===== src/rtl/fifo_pkg.sv =====
// Shared helpers for the synchronous FIFO: constant-width math and the
// pointer increment that wraps at an arbitrary depth.
package fifo_pkg;

  function automatic int clog2(input int unsigned value);
    int          result;
    int unsigned rem;
    result = 0;
    rem    = (value > 0) ? value - 1 : 0;
    while (rem > 0) begin
      result = result + 1;
      rem    = rem >> 1;
    end
    return result;
  endfunction

  // Explicit compare so non-power-of-two depths wrap at DEPTH-1.
  function automatic int unsigned ptr_inc(input int unsigned ptr, input int unsigned depth);
    return (ptr == depth - 1) ? 32'd0 : ptr + 32'd1;
  endfunction

endpackage


===== src/rtl/fifo_sync_prog_if.sv =====
// Handshake/status bundle for fifo_sync_prog; master is the FIFO user,
// slave is the FIFO itself.
interface fifo_sync_prog_if #(
  parameter int DATA_WIDTH = 8,
  parameter int DEPTH      = 8
);
  import fifo_pkg::*;

  localparam int CNT_WIDTH = clog2(DEPTH + 1);

  logic                  clear_i;
  logic                  wen_i;
  logic [DATA_WIDTH-1:0] data_i;
  logic                  ren_i;
  logic [DATA_WIDTH-1:0] data_o;
  logic                  valid_o;
  logic [CNT_WIDTH-1:0]  afull_thr_i;
  logic [CNT_WIDTH-1:0]  aempty_thr_i;
  logic                  full_o;
  logic                  empty_o;
  logic                  almost_full_o;
  logic                  almost_empty_o;
  logic [CNT_WIDTH-1:0]  cnt_o;
  logic                  overflow_o;
  logic                  underflow_o;
  logic                  err_clr_i;

  modport master (
    output clear_i, wen_i, data_i, ren_i, afull_thr_i, aempty_thr_i, err_clr_i,
    input  data_o, valid_o, full_o, empty_o, almost_full_o, almost_empty_o,
           cnt_o, overflow_o, underflow_o
  );

  modport slave (
    input  clear_i, wen_i, data_i, ren_i, afull_thr_i, aempty_thr_i, err_clr_i,
    output data_o, valid_o, full_o, empty_o, almost_full_o, almost_empty_o,
           cnt_o, overflow_o, underflow_o
  );

endinterface


===== src/rtl/fifo_ram.sv =====
// DEPTH x DATA_WIDTH storage with one synchronous write port and one
// registered read port; only the read register is reset, never the array.
module fifo_ram #(
  parameter int DATA_WIDTH = 8,
  parameter int DEPTH      = 8,
  parameter int ADDR_W     = 3
) (
  input  logic                  clk_i,
  input  logic                  rst_i,
  input  logic                  we_i,
  input  logic [ADDR_W-1:0]     waddr_i,
  input  logic [DATA_WIDTH-1:0] wdata_i,
  input  logic                  re_i,
  input  logic [ADDR_W-1:0]     raddr_i,
  output logic [DATA_WIDTH-1:0] rdata_o
);

  logic [DATA_WIDTH-1:0] r_mem [DEPTH];
  logic [DATA_WIDTH-1:0] r_rdata;

  always_ff @(posedge clk_i) begin
    if (we_i) begin
      r_mem[waddr_i] <= wdata_i;
    end
  end

  // Read-before-write: a same-address write (full with read+write) returns the old entry.
  always_ff @(posedge clk_i or negedge rst_i) begin
    if (!rst_i) begin
      r_rdata <= '0;
    end else if (re_i) begin
      r_rdata <= r_mem[raddr_i];
    end
  end

  assign rdata_o = r_rdata;

endmodule


===== src/rtl/fifo_sync_prog.sv =====
// Single-clock FIFO with arbitrary depth, programmable almost flags and a
// registered read strobe. Define FIFO_ERR_FLAGS_EN for sticky overflow/underflow flags.
module fifo_sync_prog #(
  parameter int DATA_WIDTH = 8,
  parameter int DEPTH      = 8
) (
  input  logic            clk_i,
  input  logic            rst_i,
  fifo_sync_prog_if.slave bus
);
  import fifo_pkg::*;

  localparam int CNT_WIDTH = clog2(DEPTH + 1);
  localparam int PTR_W     = (clog2(DEPTH) < 1) ? 1 : clog2(DEPTH);

  logic [CNT_WIDTH-1:0] r_cnt;
  logic [PTR_W-1:0]     r_wr_ptr;
  logic [PTR_W-1:0]     r_rd_ptr;
  logic                 r_valid;

  logic w_empty;
  logic w_full;
  logic w_rd_acc;
  logic w_wr_acc;
  logic w_do_rd;
  logic w_do_wr;

  assign w_empty  = (r_cnt == '0);
  assign w_full   = (r_cnt == CNT_WIDTH'(DEPTH));
  assign w_rd_acc = bus.ren_i & ~w_empty;
  assign w_wr_acc = bus.wen_i & (~w_full | w_rd_acc);
  assign w_do_rd  = w_rd_acc & ~bus.clear_i;
  assign w_do_wr  = w_wr_acc & ~bus.clear_i;

  always_ff @(posedge clk_i or negedge rst_i) begin
    if (!rst_i) begin
      r_cnt    <= '0;
      r_wr_ptr <= '0;
      r_rd_ptr <= '0;
      r_valid  <= 1'b0;
    end else if (bus.clear_i) begin
      r_cnt    <= '0;
      r_wr_ptr <= '0;
      r_rd_ptr <= '0;
      r_valid  <= 1'b0;
    end else begin
      if (w_do_wr) begin
        r_wr_ptr <= PTR_W'(ptr_inc(32'(r_wr_ptr), DEPTH));
      end
      if (w_do_rd) begin
        r_rd_ptr <= PTR_W'(ptr_inc(32'(r_rd_ptr), DEPTH));
      end
      case ({w_do_wr, w_do_rd})
        2'b10:   r_cnt <= r_cnt + 1'b1;
        2'b01:   r_cnt <= r_cnt - 1'b1;
        default: r_cnt <= r_cnt;
      endcase
      r_valid <= w_do_rd;
    end
  end

  fifo_ram #(
    .DATA_WIDTH (DATA_WIDTH),
    .DEPTH      (DEPTH),
    .ADDR_W     (PTR_W)
  ) u_ram (
    .clk_i   (clk_i),
    .rst_i   (rst_i),
    .we_i    (w_do_wr),
    .waddr_i (r_wr_ptr),
    .wdata_i (bus.data_i),
    .re_i    (w_do_rd),
    .raddr_i (r_rd_ptr),
    .rdata_o (bus.data_o)
  );

  assign bus.valid_o        = r_valid;
  assign bus.cnt_o          = r_cnt;
  assign bus.empty_o        = w_empty;
  assign bus.full_o         = w_full;
  assign bus.almost_full_o  = (r_cnt >= bus.afull_thr_i);
  assign bus.almost_empty_o = (r_cnt <= bus.aempty_thr_i);

`ifdef FIFO_ERR_FLAGS_EN
  logic r_overflow;
  logic r_underflow;

  // A new error event takes priority over a same-cycle clear request.
  always_ff @(posedge clk_i or negedge rst_i) begin
    if (!rst_i) begin
      r_overflow  <= 1'b0;
      r_underflow <= 1'b0;
    end else begin
      if (bus.wen_i & ~w_wr_acc & ~bus.clear_i) begin
        r_overflow <= 1'b1;
      end else if (bus.err_clr_i) begin
        r_overflow <= 1'b0;
      end
      if (bus.ren_i & w_empty & ~bus.clear_i) begin
        r_underflow <= 1'b1;
      end else if (bus.err_clr_i) begin
        r_underflow <= 1'b0;
      end
    end
  end

  assign bus.overflow_o  = r_overflow;
  assign bus.underflow_o = r_underflow;
`else
  logic w_unused_err_clr;
  assign w_unused_err_clr = bus.err_clr_i;
  assign bus.overflow_o   = 1'b0;
  assign bus.underflow_o  = 1'b0;
`endif

endmodule


===== src/flat_wrapper.sv =====
// flat-port wrapper written by rule: the top's interface ports become plain ports
module fifo_sync_prog_flat import fifo_pkg::*;
#(
  parameter int DATA_WIDTH = 8,
  parameter int DEPTH      = 8
)
  (clk_i, rst_i, bus_clear_i, bus_wen_i, bus_data_i, bus_ren_i, bus_afull_thr_i, bus_aempty_thr_i, bus_err_clr_i, bus_data_o, bus_valid_o, bus_full_o, bus_empty_o, bus_almost_full_o, bus_almost_empty_o, bus_cnt_o, bus_overflow_o, bus_underflow_o);
  fifo_sync_prog_if #(.DATA_WIDTH(DATA_WIDTH), .DEPTH(DEPTH)) bus_i ();
  input  logic clk_i;
  input  logic rst_i;
  input wire logic [$bits(bus_i.clear_i)-1:0] bus_clear_i;
  input wire logic [$bits(bus_i.wen_i)-1:0] bus_wen_i;
  input wire logic [$bits(bus_i.data_i)-1:0] bus_data_i;
  input wire logic [$bits(bus_i.ren_i)-1:0] bus_ren_i;
  input wire logic [$bits(bus_i.afull_thr_i)-1:0] bus_afull_thr_i;
  input wire logic [$bits(bus_i.aempty_thr_i)-1:0] bus_aempty_thr_i;
  input wire logic [$bits(bus_i.err_clr_i)-1:0] bus_err_clr_i;
  output wire logic [$bits(bus_i.data_o)-1:0] bus_data_o;
  output wire logic [$bits(bus_i.valid_o)-1:0] bus_valid_o;
  output wire logic [$bits(bus_i.full_o)-1:0] bus_full_o;
  output wire logic [$bits(bus_i.empty_o)-1:0] bus_empty_o;
  output wire logic [$bits(bus_i.almost_full_o)-1:0] bus_almost_full_o;
  output wire logic [$bits(bus_i.almost_empty_o)-1:0] bus_almost_empty_o;
  output wire logic [$bits(bus_i.cnt_o)-1:0] bus_cnt_o;
  output wire logic [$bits(bus_i.overflow_o)-1:0] bus_overflow_o;
  output wire logic [$bits(bus_i.underflow_o)-1:0] bus_underflow_o;
  assign bus_i.clear_i = bus_clear_i;
  assign bus_i.wen_i = bus_wen_i;
  assign bus_i.data_i = bus_data_i;
  assign bus_i.ren_i = bus_ren_i;
  assign bus_i.afull_thr_i = bus_afull_thr_i;
  assign bus_i.aempty_thr_i = bus_aempty_thr_i;
  assign bus_i.err_clr_i = bus_err_clr_i;
  assign bus_data_o = bus_i.data_o;
  assign bus_valid_o = bus_i.valid_o;
  assign bus_full_o = bus_i.full_o;
  assign bus_empty_o = bus_i.empty_o;
  assign bus_almost_full_o = bus_i.almost_full_o;
  assign bus_almost_empty_o = bus_i.almost_empty_o;
  assign bus_cnt_o = bus_i.cnt_o;
  assign bus_overflow_o = bus_i.overflow_o;
  assign bus_underflow_o = bus_i.underflow_o;
  fifo_sync_prog #(.DATA_WIDTH(DATA_WIDTH), .DEPTH(DEPTH)) u_core (.clk_i(clk_i), .rst_i(rst_i), .bus(bus_i));
endmodule

===== config.mk =====
export PLATFORM = sky130hd
export DESIGN_NAME = fifo_sync_prog_flat
export DESIGN_NICKNAME = d
export VERILOG_FILES = /design/src/rtl/fifo_pkg.sv /design/src/rtl/fifo_sync_prog_if.sv /design/src/rtl/fifo_ram.sv /design/src/rtl/fifo_sync_prog.sv /design/src/flat_wrapper.sv
export SDC_FILE = /design/constraint.sdc
export NUM_CORES = 1
export LEC_CHECK = 0
export BUFFER_PORTS_ARGS = -buffer_cell sky130_fd_sc_hd__buf_4
export CAP_MARGIN = 20
export CORE_MARGIN = 3
export CORE_UTILIZATION = 58
export CTS_CLUSTER_SIZE = 16
export DETAILED_ROUTE_END_ITERATION = 12
export PLACE_DENSITY = 0.85
export SLEW_MARGIN = 10
export SYNTH_ARGS = -nofsm -noshare
export SYNTH_HDL_FRONTEND = slang
export SYNTH_SLANG_ARGS = --single-unit

===== constraint.sdc =====
create_clock -name clk_i -period 3.65 [get_ports clk_i]
set_clock_uncertainty 0.1 [all_clocks]
set_input_delay 0.365 -clock clk_i [delete_from_list [all_inputs] [get_ports clk_i]]
set_output_delay 0.365 -clock clk_i [all_outputs]
set_load 0.01 [all_outputs]

### After elaboration in Yosys (flattened, before gate mapping)

Memory sizes are Yosys's and may differ from the RTL's. A register that Yosys moved wholly into a read port is not among the register bits.
Cells that the tools add are included.
W data, S select, Z words.

| word-level totals | value |
|---|---|
| output and inout port bits | 19 |
| flip-flop bits (word level) | 11 |
| memories | 1 |
| bits in read-only memories | 0 |
| input bits | 22 |
| bits in latches | 0 |
| bits in writable memories | 64 |

Memory list:

| name | depth | bits a word | read ports | clocked after memory_dff | write ports | line | source |
|---|---|---|---|---|---|---|---|
| u_core.u_ram.r_mem | 8 | 8 | 1 | 1 | 1 | fifo_ram.sv:18 | `logic [DATA_WIDTH-1:0] r_mem [DEPTH];` |

| operators by class | value |
|---|---|
| mux-type cells | 11 |
| order comparisons | 2 |
| divide/modulo/power cells | 0 |
| $mul | 0 |
| reductions and logical operators | 5 |
| bitwise gates (word level) | 8 |
| equal/unequal tests | 5 |
| add/subtract/negate cells | 4 |
| shifts and indexed selects | 0 |

Operator list:

| kind | number |
|---|---|
| $mux W3 | 6 |
| $pmux W4 S2 | 1 |
| $add A3 B1 Y3 const B | 2 |
| $eq A3 B3 Y1 const B | 2 |
| $add A4 B1 Y4 const B | 1 |
| $and A1 B1 Y1 | 4 |
| $eq A4 B4 Y1 const B | 1 |
| $ge A4 B4 Y1 | 1 |
| $le A4 B4 Y1 | 1 |
| $logic_not A4 Y1 | 1 |
| $mux W4 | 1 |
| $reduce_bool A2 Y1 | 2 |
| $sub A4 B1 Y4 const B | 1 |
| $mux W1 | 3 |
| $not A1 Y1 | 3 |
| $reduce_bool A3 Y1 | 1 |
| $eq A2 B1 Y1 const B | 1 |
| $eq A2 B2 Y1 const B | 1 |
| $logic_not A1 Y1 | 1 |
| $or A1 B1 Y1 | 1 |

### Longest topological paths before layout

Gate-level depths: netlist (run 1).

| logic depth | value |
|---|---|
| depth after elaboration | 9 |
| gate-level depth with buffers | 11 |

### Modules after synthesis

Synthesis (run 1) repeated with hierarchy kept, for this count alone.

| unflattened totals | value |
|---|---|
| cells, all modules | 264 |
| area total of the unflattened synthesis | 3792.4 um2 |

Modules (own cells, without submodules):

| module | times used | cells each | area each (um2) |
|---|---|---|---|
| fifo_ram | 1 | 169 | 2861.5 |
| fifo_sync_prog | 1 | 95 | 930.9 |

### Least setup slack after synthesis (run 1)

OpenSTA, ideal clock, no wires.

| path | value |
|---|---|
| kind | register to register |
| start point | register u_core.r_cnt[0] (netlist: u_core.bus.cnt_o[0]) |
| end point | register u_core.r_cnt[3] (netlist: u_core.bus.cnt_o[3]) |
| period minus slack after synthesis | 2.950 ns |
| library setup time | 0.128 ns |
| slack | 0.700 ns |
| path buffers | 3 |
| stages on the path, launching flop included | 12 |
| arrival | 2.723 ns |
| path through | dfrtp_1 > buf_6 > o41ai_2 > or2_2 > buf_2 > buf_4 > nor2_1 > ha_1 > nand3_1 > and3b_1 > mux2i_1 > mux2_1 |

| between the ends | value |
|---|---|
| longest elaborated chain between the ends | 9 |
| elaborated cells between the ends (all ways) | 16 |
| those cells by class | add/sub (2); eq/ne (3); mux (2); bitwise (7); reduce/logical (2) |

Ends and longest elaborated chain:

| element | line | source |
|---|---|---|
| start, declared | fifo_sync_prog.sv:16 | `logic [CNT_WIDTH-1:0] r_cnt;` |
| start signal, assigned | fifo_sync_prog.sv:54 | `2'b10: r_cnt <= r_cnt + 1'b1;` |
| start signal, assigned | fifo_sync_prog.sv:55 | `2'b01: r_cnt <= r_cnt - 1'b1;` |
| start signal, assigned | fifo_sync_prog.sv:56 | `default: r_cnt <= r_cnt;` |
| $logic_not A4 Y1 | fifo_sync_prog.sv:28 | `assign w_empty = (r_cnt == '0);` |
| $not A1 Y1 | fifo_sync_prog.sv:30 | `assign w_rd_acc = bus.ren_i & ~w_empty;` |
| $and A1 B1 Y1 | fifo_sync_prog.sv:30 |  |
| $or A1 B1 Y1 | fifo_sync_prog.sv:31 | `assign w_wr_acc = bus.wen_i & (~w_full \| w_rd_acc);` |
| $and A1 B1 Y1 | fifo_sync_prog.sv:31 |  |
| $and A1 B1 Y1 | fifo_sync_prog.sv:33 | `assign w_do_wr = w_wr_acc & ~bus.clear_i;` |
| $eq A2 B1 Y1 or $eq A2 B2 Y1 (tied branches) | fifo_sync_prog.sv:53 | `case ({w_do_wr, w_do_rd})` |
| $pmux W4 S2 | fifo_sync_prog.sv:53 |  |
| $mux W4 | fifo_sync_prog.sv:41 | `end else if (bus.clear_i) begin` |

Parallel ways exist; a longest one is shown, timed or not.
A chain may end at the register's enable or synchronous reset.

### Final worst setup path (run 1)

| path | value |
|---|---|
| start point | register u_core.r_cnt[1] (netlist: u_core.bus.cnt_o[1]) |
| end point | register u_core.r_cnt[3] (netlist: u_core.bus.cnt_o[3]) |

The elaborated chain is that of the path after synthesis.

==> impl_metrics.py, run 1 <==
metrics = {
    "timing": {
        "setup_tns_ns": 0,
        "period_needed_ns": 2.96,
        "slew_viol_final": 0,
        "setup_violations": 0,
        "clock.fmax_mhz": 338,
        "hold_violations": 0,
        "worst_pin_slew_ns": 0.911,
        "fin_crit_sh": 0.811,
        "relSlewSlack": 0.390,
        "rsz0062_at_grt": "false",
    },
    "drt": {
        "firstDrtPassIters": 4,
        "wl_per_cell_um": 18.2,
        "drt-initial-drc-count": 126,
        "post-route-drc-count": 0,
        "ant_nets": 0,
        "wl_mm": 6.40,
        "via_per_inst": 5.75,
        "vias": 2025,
    },
    "setup_path": {
        "crit_slowest_cell": "or4b_4",
        "crit_arrival_ns": 3.09,
        "path_delay_family": "simple AND/OR/NAND/NOR gates",
        "path_cells": "or4b_4, o21a_1, nor2_1, ha_1, a21oi_1, a21boi_0, mux2i_1, mux2_1",
        "worst-path-buf-inv": 0,
        "cp_max_fo": 11,
        "crit_type": "flip-flop to flip-flop",
        "max_stage_delay_ns": 0.63,
        "critPathRequiredTime_ns": 3.78,
        "cp-start-kind": "flip-flop",
        "end_kind": "flip-flop",
    },
    "floorplan": {
        "die_w_um": 85.2,
        "die_area_um2": 7250,
        "start_util": 0.607,
        "num_io_pins": 41,
        "num_rows": 28,
        "core_area_um2": 5990,
        "dieHeight_um": 85.2,
    },
    "power_and_ir_drop": {
        "seq_power_share": 0.470,
        "p_int_mw": 1.82,
        "power_switching_uw": 769,
        "power_frac_comb": 0.283,
        "p_clk_frac": 0.248,
        "pwr_density_cell_nw_per_um2": 613,
        "leakagePower_nw": 1.64,
        "swShare": 0.297,
        "ir_drop_v": 0.000449,
    },
    "clock_tree": {
        "root_buffer": "clkbuf_8",
        "cts_buffer_depth": 2,
        "cts_max_level": 3,
        "clkTransAtPathRegs_ns": 0.09,
        "cts_setup_buffers": 0,
        "numCtsBuffers": 9,
        "clock-sinks": 83,
        "clk_latency_ns": 0.34,
        "cts_tree": "yes",
        "post_cts_resize_count": 0,
        "cts_hold_buf": 1,
    },
    "yosys": {
        "yosys-top-cells-area": "edfxtp_1, dfrtp_1, mux4_2",
        "synthDominantCellAreaShare": 0.529,
        "synth_top_family_by_area": "multiplexers",
        "ys_warn_count": 0,
        "yosys.area_share.simple": 0.0651,
        "synth_xor_area_frac": 0.00723,
        "synth.area.mux_share": 0.133,
        "yosysTopAreaCell": "edfxtp_1",
        "synth_compound_area_frac": 0.0540,
        "ys_ff_latch": 83,
        "synth_edf_count": 64,
        "ys_types": 40,
        "seq_area_frac_synth": 0.660,
        "synth_flop_cell": "edfxtp_1",
        "synth_fa_ha_area_frac": 0.0537,
        "syn_inst": 225,
        "syn_area_um2": 3630,
        "async_flop_share": 0.229,
        "synth_area_per_cell_um2": 16.2,
    },
    "cells_and_area": {
        "stdcell_area_um2": 4220,
        "drive_above_1_share": 0.303,
        "mostFrequentLayoutCells": "edfxtp_1, buf_4, dfrtp_1",
        "mostFrequentLayoutCell": "edfxtp_1",
        "diodes": 0,
        "n_fill_cell": 394,
        "num-nets-final": 309,
        "syn2layout_area_growth_pct": 16.1,
    },
    "place": {
        "port_buffers": 37,
        "gp_congestion": 0.753,
        "placed_cell_area_um2": 4010,
        "dp_hpwl_mm": 4.21,
    },
    "grt": {
        "gr-total-overflow": 0,
        "grt_usage": 0.196,
        "grt_pass1_wl_mm": 10.5,
        "antenna_found_initial": 0,
        "grt_pass1_vias": 2011,
        "grt_max_degree": 20,
    },
    "outcome": {
        "status": "completed",
    },
    "hold_path": {
        "hold_path_class": "input port to flip-flop",
    },
    "job": {
        "maxCapViolCount": 0,
    },
}
## final timing paths
| kind | start | to | slack (ns) | cells past startpoint |
|---|---|---|---|---|
| min | bus_data_i[7] | u_core.u_ram.r_mem[6][7] | 0.15 | 1 |
| min reg2reg | u_core.u_ram.rdata_o[1] | u_core.u_ram.rdata_o[1] | 0.38 | 2 |
| max | u_core.bus.cnt_o[1] | u_core.bus.cnt_o[3] | 0.69 | 8 |
| max in group asynchronous | rst_i | u_core.bus.valid_o | 2.90 | 2 |
| max reg2reg | u_core.bus.cnt_o[1] | u_core.bus.cnt_o[3] | 0.69 | 8 |
| min in group asynchronous | rst_i | u_core.u_ram.rdata_o[7] | 0.34 | 2 |
## logic make-up (layout without fill, tap and decap cells)
kind of cell	after synthesis	count (layout)
XOR/XNOR	3	3
flip-flops	83	83
adder cells (fa/ha/maj)	15	15
buffers and inverters	20	71
AO/OA/AOI/OAI	28	28
multiplexers	28	28
other	1	2
AND/OR/NAND/NOR	47	47
## per-stage QoR
step	util	worst slack (ns)	hold WS, ns	cells	total power [mW]
finish	0.705	0.688	0.150	352	2.59
global route	0.705	0.444	0.141	352	2.75
CTS	0.705	0.691	0.133	352	2.61
detailed placement	0.670	0.696	0.156	335	1.98
global placement	0.670	0.794	0.155	335	1.95
floorplan	-	0.700	-0.0306	226	1.71
## Yosys cell counts, types with 2 or more instances
cell       n
ha_1      14
buf_2      3
clkbuf_1   3
nor2_1    10
nor2b_1    2
o21ai_0   10
dfrtp_1   19
mux2i_1   11
buf_4      3
a21o_1     3
a21oi_1    6
nor4_1     3
inv_1      9
edfxtp_1  64
nand2_1   16
nor3_1     5
xnor2_1    3
nand2b_1   2
mux4_2    16
o21a_1     3
## power groups by stage
stage	sequential, mW	clock (mW)	combinational (mW)
after detailed placement	1.24	0	0.739
after floorplan	1.22	0	0.487
after global routing	1.23	0.696	0.819
after global placement	1.23	0	0.713
after CTS	1.22	0.657	0.743
final	1.22	0.641	0.732
## layer usage
layer / vias up / routed length (um) / GRT usage
met3: 9 / 426 / 0.0350
li1: 950 / - / -
met5: - / 0 / 0
met4: 0 / 102 / 0.0820
met2: 64 / 3360 / 0.332
met1: 1002 / 2510 / 0.251
## layout make-up
| cell class | count | area (um^2) | area share |
|---|---|---|---|
| Timing Repair Buffer | 46 | 348 | 0.0824 |
| Clock buffer | 9 | 124 | 0.0293 |
| Tap cell | 75 | 93.8 | 0.0222 |
| Inverter | 9 | 33.8 | 0.00800 |
| Clock inverter | 7 | 75.1 | 0.0178 |
| Sequential cell | 83 | 2400 | 0.568 |
| Multi-Input combinational cell | 123 | 1150 | 0.272 |
## sequential cells by signal, indices dropped and copies added (netlist names)
| register | cells |
|---|---|
| u_core.bus.cnt_o | 4 |
| u_core.bus.valid_o | 1 |
| u_core.r_rd_ptr | 3 |
| u_core.r_wr_ptr | 3 |
| u_core.u_ram.r_mem | 64 |
| u_core.u_ram.rdata_o | 8 |
(Power assumes the default switching activity.)
==> inputs of run 2 (changes only) <==
--- a/config.mk
+++ b/config.mk
@@ -5,13 +5,14 @@
 export SDC_FILE = /design/constraint.sdc
 export NUM_CORES = 1
 export LEC_CHECK = 0
+export ABC_AREA = 1
 export BUFFER_PORTS_ARGS = -buffer_cell sky130_fd_sc_hd__buf_4
 export CAP_MARGIN = 20
 export CORE_MARGIN = 3
-export CORE_UTILIZATION = 58
+export CORE_UTILIZATION = 52
 export CTS_CLUSTER_SIZE = 16
 export DETAILED_ROUTE_END_ITERATION = 12
-export PLACE_DENSITY = 0.85
+export PLACE_DENSITY = 0.81
 export SLEW_MARGIN = 10
 export SYNTH_ARGS = -nofsm -noshare
 export SYNTH_HDL_FRONTEND = slang
==> constraint.sdc (replaced) <==
create_clock -name clk_i -period 2.5 [get_ports clk_i]
set_clock_uncertainty 0.1 [all_clocks]
set_input_delay 0.25 -clock clk_i [delete_from_list [all_inputs] [get_ports clk_i]]
set_output_delay 0.25 -clock clk_i [all_outputs]
set_load 0.01 [all_outputs]
==> run 2 against run 1 <==
  * Register-to-register slack got worse by 0.30 ns
  * First-iteration DRC count rose to 2.7 times the previous value
  * Sequential share of layout area fell by 1.3 points
  * Combinational power fell by 48%
  * Critical endpoint unchanged
  * Largest cell class unchanged
  * Largest power group unchanged
==> impl_metrics.py, run 2 <==
metrics = {
    "setup_path": {
        "max_stage_delay_ns": 0.48,
        "reg2regPathDepth": 13,
        "crit_top_cell": "nand2_1",
        "crit_arrival_ns": 2.25,
        "cp-start-kind": "flip-flop",
        "crit_type": "flip-flop to flip-flop",
        "end_kind": "flip-flop",
        "path_cells": "nor2_1, nand2_2, nand4_4, inv_2, ha_1, a21oi_1, nand2_1, nand2_1, nand2_1, nand2_1, nand2_1, nand2_1, nand2_1",
        "cp_max_fo": 7,
        "critPathRequiredTime_ns": 2.64,
        "crit_slowest_cell": "dfrtp_1",
    },
    "clock_tree": {
        "cts_tree": "yes",
        "clk_latency_ns": 0.35,
        "clkTransAtPathRegs_ns": 0.09,
        "clock-sinks": 83,
        "cts_buffer_depth": 2,
        "post_cts_resize_count": 0,
        "cts_max_level": 3,
        "numCtsBuffers": 9,
        "root_buffer": "clkbuf_8",
    },
    "grt": {
        "grt_pass1_vias": 2469,
        "antenna_found_initial": 0,
        "grt_pass1_wl_mm": 11.8,
        "grt_usage": 0.187,
        "grt_max_degree": 35,
        "gr-total-overflow": 0,
    },
    "place": {
        "placed_cell_area_um2": 4110,
        "dp_hpwl_mm": 4.73,
        "port_buffers": 37,
        "pre_cts_slack_ns": 0.413,
        "gp_congestion": 0.783,
    },
    "yosys": {
        "yosysTopAreaCell": "edfxtp_1",
        "synthDominantCellAreaShare": 0.518,
        "yosys-top-cells-count": "edfxtp_1, nor2_1, nand2_1, o21ai_0, dfrtp_1",
        "seq_area_frac_synth": 0.646,
        "ys_types": 29,
        "yosysMostFrequentCell": "edfxtp_1",
        "yosys-top-cells-area": "edfxtp_1, dfrtp_1, nor2_1",
        "syn_inst": 329,
        "synth_edf_count": 64,
        "ys_warn_count": 0,
        "synth_area_per_cell_um2": 11.3,
        "ys_ff_latch": 83,
        "syn_area_um2": 3710,
        "synth_flop_cell": "edfxtp_1",
        "async_flop_share": 0.229,
    },
    "cells_and_area": {
        "mostFrequentLayoutCells": "edfxtp_1, nor2_1, buf_4",
        "drive_above_1_share": 0.207,
        "n_fill_cell": 527,
        "mostFrequentLayoutCell": "edfxtp_1",
        "syn2layout_area_growth_pct": 16.5,
        "num-nets-final": 414,
        "largest_register": "u_core.u_ram.r_mem",
        "diodes": 0,
        "largest_reg_flops": 64,
        "stdcell_area_um2": 4320,
    },
    "drt": {
        "vias": 2561,
        "via_per_inst": 5.36,
        "post-route-drc-count": 0,
        "wl_per_cell_um": 15.5,
        "drt-initial-drc-count": 339,
        "firstDrtPassIters": 5,
        "ant_nets": 0,
        "wl_mm": 7.39,
    },
    "floorplan": {
        "num_rows": 30,
        "num_io_pins": 41,
        "die_w_um": 90.5,
        "die_area_um2": 8190,
        "start_util": 0.540,
        "core_area_um2": 6870,
        "dieHeight_um": 90.5,
    },
    "timing": {
        "fin_crit_sh": 0.844,
        "setup_tns_ns": 0,
        "layout_setup_ws_ns": 0.389,
        "relSlewSlack": 0.663,
        "hold_violations": 0,
        "setup_violations": 0,
        "period_needed_ns": 2.11,
        "clock.fmax_mhz": 474,
        "slew_viol_final": 0,
        "worst_pin_slew_ns": 0.505,
        "rsz0062_at_grt": "false",
    },
    "power_and_ir_drop": {
        "leakagePower_nw": 1.80,
        "ir_drop_v": 0.000471,
        "pwr_density_cell_nw_per_um2": 680,
    },
    "outcome": {
        "status": "completed",
    },
    "job": {
        "maxCapViolCount": 0,
    },
    "hold_path": {
        "hold_depth": 1,
        "hold_path_class": "input port to flip-flop",
    },
}
## run 2: cell count changes in the layout (fill, tap and decap cells not counted), sizes merged, moves of 10 or more
| cell | delta |
|---|---|
| o211ai | +17 |
| o21ai | +27 |
| mux2i | -11 |
| nand2 | +33 |
| inv | +10 |
| nor2 | +52 |
| mux4 | -16 |
| nand3 | +17 |
## run 2: metrics by stage
step	cells	power (mW)	utilization	hold slack [ns]
global route	478	3.05	0.629	0.0141
floorplan	330	1.83	-	-0.146
detailed placement	461	2.01	0.599	0.0327
CTS	478	2.96	0.629	0.0140
global placement	461	2.00	0.599	0.0298
finish	478	2.94	0.629	0.0298
## run 2: logic make-up (layout without fill, tap and decap cells)
logic type      count (synthesis)  after routing  share of synthesized area
simple gates                  132            132                      0.154
fa+ha+maj                      15             15                     0.0526
buf+inv                        35             87                     0.0462
xor+xnor                        1              1                    0.00236
flops                          83             83                      0.646
other cells                     1              2                    0.00101
compound gates                 62             62                     0.0981
## run 2: per-layer routing
| layer | up-vias | GRT usage | share of wire |
|---|---|---|---|
| met5 | - | 0 | 0 |
| met4 | 0 | 0.0804 | 0.021 |
| met3 | 18 | 0.0400 | 0.083 |
| met2 | 115 | 0.313 | 0.51 |
| met1 | 1192 | 0.234 | 0.39 |
| li1 | 1236 | - | - |
## run 2: timing repair
| action | CTS | global route |
|---|---|---|
| endpoints found under the hold margin | 19 | 0 |
| hold buffers | 1 | 0 |
| buffers inserted | 0 | 0 |
## run 2: where the power goes
group	leakage [nW]	internal, mW	switching, mW
logic	0.874	0.167	0.214
clock network	0.0979	0.468	0.491
registers	0.830	1.56	0.0360
total	1.80	2.20	0.740
## run 2: final cells by class
class	count	area [um^2]	area share
Timing Repair Buffer	50	378	0.0874
Inverter	21	80.1	0.0185
Multi-Input combinational cell	212	1150	0.265
Clock buffer	9	124	0.0287
Tap cell	96	120	0.0278
Sequential cell	83	2400	0.555
Clock inverter	7	76.3	0.0177
## run 2: path summary, 6_finish.rpt
kind,slack (ns),start,to
max,0.39,u_core.bus.cnt_o[3],u_core.bus.cnt_o[3]
min,0.03,bus_data_i[6],u_core.u_ram.r_mem[5][6]
max reg2reg,0.39,u_core.bus.cnt_o[3],u_core.bus.cnt_o[3]
min reg2reg,0.39,u_core.u_ram.rdata_o[1],u_core.u_ram.rdata_o[1]
max in group asynchronous,1.90,rst_i,u_core.r_wr_ptr[1]
min in group asynchronous,0.20,rst_i,u_core.u_ram.rdata_o[5]
## run 2: worst max-delay path, delay by kind of cell (launching register included)
kind | cells | cell delay [ns]
and+or+nand+nor | 10 | 0.83
DFF | 1 | 0.48
adders and majority gates | 1 | 0.32
AOI/OAI and AO/OA | 1 | 0.20
buffers and inverters | 1 | 0.08
==> inputs of run 3 (changes only) <==
--- a/config.mk
+++ b/config.mk
@@ -5,14 +5,14 @@
 export SDC_FILE = /design/constraint.sdc
 export NUM_CORES = 1
 export LEC_CHECK = 0
-export ABC_AREA = 1
+export ABC_AREA = 0
 export BUFFER_PORTS_ARGS = -buffer_cell sky130_fd_sc_hd__buf_4
 export CAP_MARGIN = 20
 export CORE_MARGIN = 3
-export CORE_UTILIZATION = 52
+export CORE_UTILIZATION = 58
 export CTS_CLUSTER_SIZE = 16
 export DETAILED_ROUTE_END_ITERATION = 12
-export PLACE_DENSITY = 0.81
+export PLACE_DENSITY = 0.85
 export SLEW_MARGIN = 10
 export SYNTH_ARGS = -nofsm -noshare
 export SYNTH_HDL_FRONTEND = slang
==> constraint.sdc (replaced) <==
create_clock -name clk_i -period 2.06 [get_ports clk_i]
set_clock_uncertainty 0.1 [all_clocks]
set_input_delay 0.206 -clock clk_i [delete_from_list [all_inputs] [get_ports clk_i]]
set_output_delay 0.206 -clock clk_i [all_outputs]
set_load 0.01 [all_outputs]
==> run 3 against run 2 <==
  * The flow now finishes with violations (setup timing)
  * Via count is 14% lower
  * Cell area is 10% higher
  * Register-to-register slack got worse by 0.82 ns
  * Critical path depth shrank 5
  * Critical endpoint unchanged
  * Core utilization increased by 16 points
  * Setup slack worse by 0.82 ns
  * Die area is 11% lower
  * Largest cell class unchanged
  * Fmax shrank 15%
  * First-iteration DRC count fell by 38%
==> impl_metrics.py, run 3 (synthesized netlist as in run 1, its figures left out) <==
metrics = {
    "outcome": {
        "status": "finished with violations",
        "failed_checks": "setup timing",
    },
    "power_and_ir_drop": {
        "ir_drop_v": 0.000649,
        "leakagePower_nw": 1.84,
        "pwr_density_cell_nw_per_um2": 1080,
    },
    "grt": {
        "gr-total-overflow": 0,
        "grt_max_degree": 20,
        "antenna_found_initial": 0,
        "grt_usage": 0.216,
        "grt_pass1_wl_mm": 11.5,
        "grt_pass1_vias": 2305,
    },
    "timing": {
        "period_needed_ns": 2.49,
        "relSlewSlack": 0.619,
        "rsz0062_at_grt": "true",
        "setup_tns_ns": -1.38,
        "fin_crit_sh": 1.21,
        "slew_viol_final": 0,
        "clock.fmax_mhz": 402,
        "hold_violations": 0,
        "setup_violations": 5,
        "worst_pin_slew_ns": 0.567,
        "layout_setup_ws_ns": -0.427,
    },
    "cells_and_area": {
        "num-nets-final": 339,
        "stdcell_area_um2": 4750,
        "mostFrequentLayoutCells": "edfxtp_1, buf_4, dfrtp_1",
        "seq_area_um2": 2400,
        "multiInputGateArea_um2": 1320,
        "syn2layout_area_growth_pct": 30.8,
        "n_fill_cell": 321,
        "fin_cells": 382,
        "largest_register": "u_core.u_ram.r_mem",
        "mostFrequentLayoutCell": "edfxtp_1",
        "diodes": 0,
        "largest_reg_flops": 64,
        "drive_above_1_share": 0.414,
    },
    "job": {
        "maxCapViolCount": 0,
    },
    "drt": {
        "vias": 2209,
        "wl_per_cell_um": 19.2,
        "firstDrtPassIters": 4,
        "via_per_inst": 5.78,
        "wl_mm": 7.33,
        "drt-initial-drc-count": 209,
        "ant_nets": 0,
        "post-route-drc-count": 0,
    },
    "clock_tree": {
        "clk_latency_ns": 0.35,
        "cts_buffer_depth": 2,
        "numCtsBuffers": 9,
        "cts_max_level": 3,
        "cts_tree": "yes",
        "root_buffer": "clkbuf_8",
        "clock-sinks": 83,
        "clkTransAtPathRegs_ns": 0.09,
    },
    "floorplan": {
        "start_util": 0.607,
        "core_area_um2": 5990,
        "num_rows": 28,
        "die_w_um": 85.2,
        "die_area_um2": 7250,
        "dieHeight_um": 85.2,
        "num_io_pins": 41,
    },
    "place": {
        "pre_cts_slack_ns": -0.466,
        "port_buffers": 37,
        "dp_hpwl_mm": 4.57,
        "dpl.cell_count": 349,
        "placed_cell_area_um2": 4260,
        "gp_congestion": 0.844,
    },
    "setup_path": {
        "crit_arrival_ns": 2.63,
        "critPathRequiredTime_ns": 2.20,
        "cp-start-kind": "flip-flop",
        "crit_type": "flip-flop to flip-flop",
        "end_kind": "flip-flop",
        "cp_max_fo": 3,
    },
    "hold_path": {
        "hold_path_class": "input port to flip-flop",
    },
}
==> run 3: cell types whose count changed in the layout (fill, tap and decap cells not counted), sizes merged, moves of 11 or more <==
cell and change:
mux2i +11, o21ai -27, nand2 -33, buf +18, o211ai -17, nand3 -17
nor2 -52, mux4 +16
==> run 3: layout make-up <==
class / count / area share
Sequential cell: 83 / 0.505
Inverter: 9 / 0.00763
Clock inverter: 7 / 0.0176
Clock buffer: 9 / 0.0261
Timing Repair Buffer: 76 / 0.148
Multi-Input combinational cell: 123 / 0.277
Tap cell: 75 / 0.0197
==> run 3: routing by layer <==
layer,wire (um),global-route usage,part of all wire
met3,625,0.0495,0.085
met4,115,0.0719,0.016
met2,3940,0.379,0.54
met5,0,0,0
met1,2650,0.265,0.36
==> run 3: critical path, cell delays in order, from the launching register on <==
cell and delay (ns):
dfrtp_2 0.43, or4b_4 0.54, o21a_4 0.23, nor2_4 0.14, ha_4 0.23, a21oi_2 0.13
a21boi_1 0.08, mux2i_1 0.16, mux2_1 0.34
==> run 3: power breakdown <==
part	leakage, nW	internal, mW	switching [mW]
logic	0.910	1.02	0.866
clock network	0.103	0.583	0.613
registers	0.824	1.96	0.0969
==> run 3: path summary, 6_finish.rpt <==
check / start / end / slack, ns / cells past startpoint
worst max-delay path: u_core.bus.cnt_o[1] / u_core.bus.cnt_o[3] / -0.43 / 8
worst min-delay path: bus_clear_i / u_core.r_wr_ptr[0] / 0.01 / 2
worst max register to register: u_core.bus.cnt_o[1] / u_core.bus.cnt_o[3] / -0.43 / 8
worst min register to register: u_core.u_ram.rdata_o[4] / u_core.u_ram.rdata_o[4] / 0.39 / 2
max in group asynchronous: rst_i / u_core.bus.cnt_o[2] / 1.46 / 2
min in group asynchronous: rst_i / u_core.u_ram.rdata_o[5] / 0.17 / 2
==> run 3: metrics by stage <==
stage / utilization / total power [mW] / hold slack, ns
after CTS: 0.776 / 5.03 / 0.000711
after floorplan: - / 3.09 / -0.190
after global routing: 0.794 / 5.43 / 0.00932
after global placement: 0.711 / 3.66 / -0.00181
after detailed placement: 0.711 / 3.73 / 0.00762
final: 0.794 / 5.14 / 0.0132
==> run 3: what timing repair did <==
action | 4_1_cts | 5_1_grt
gates resized for setup | 17 | 13
setup buffers | 4 | 5
pin swaps | 8 | 7
endpoints found under the setup margin | 37 | 30
hold endpoints to repair | 83 | 0
hold buffers | 9 | 0
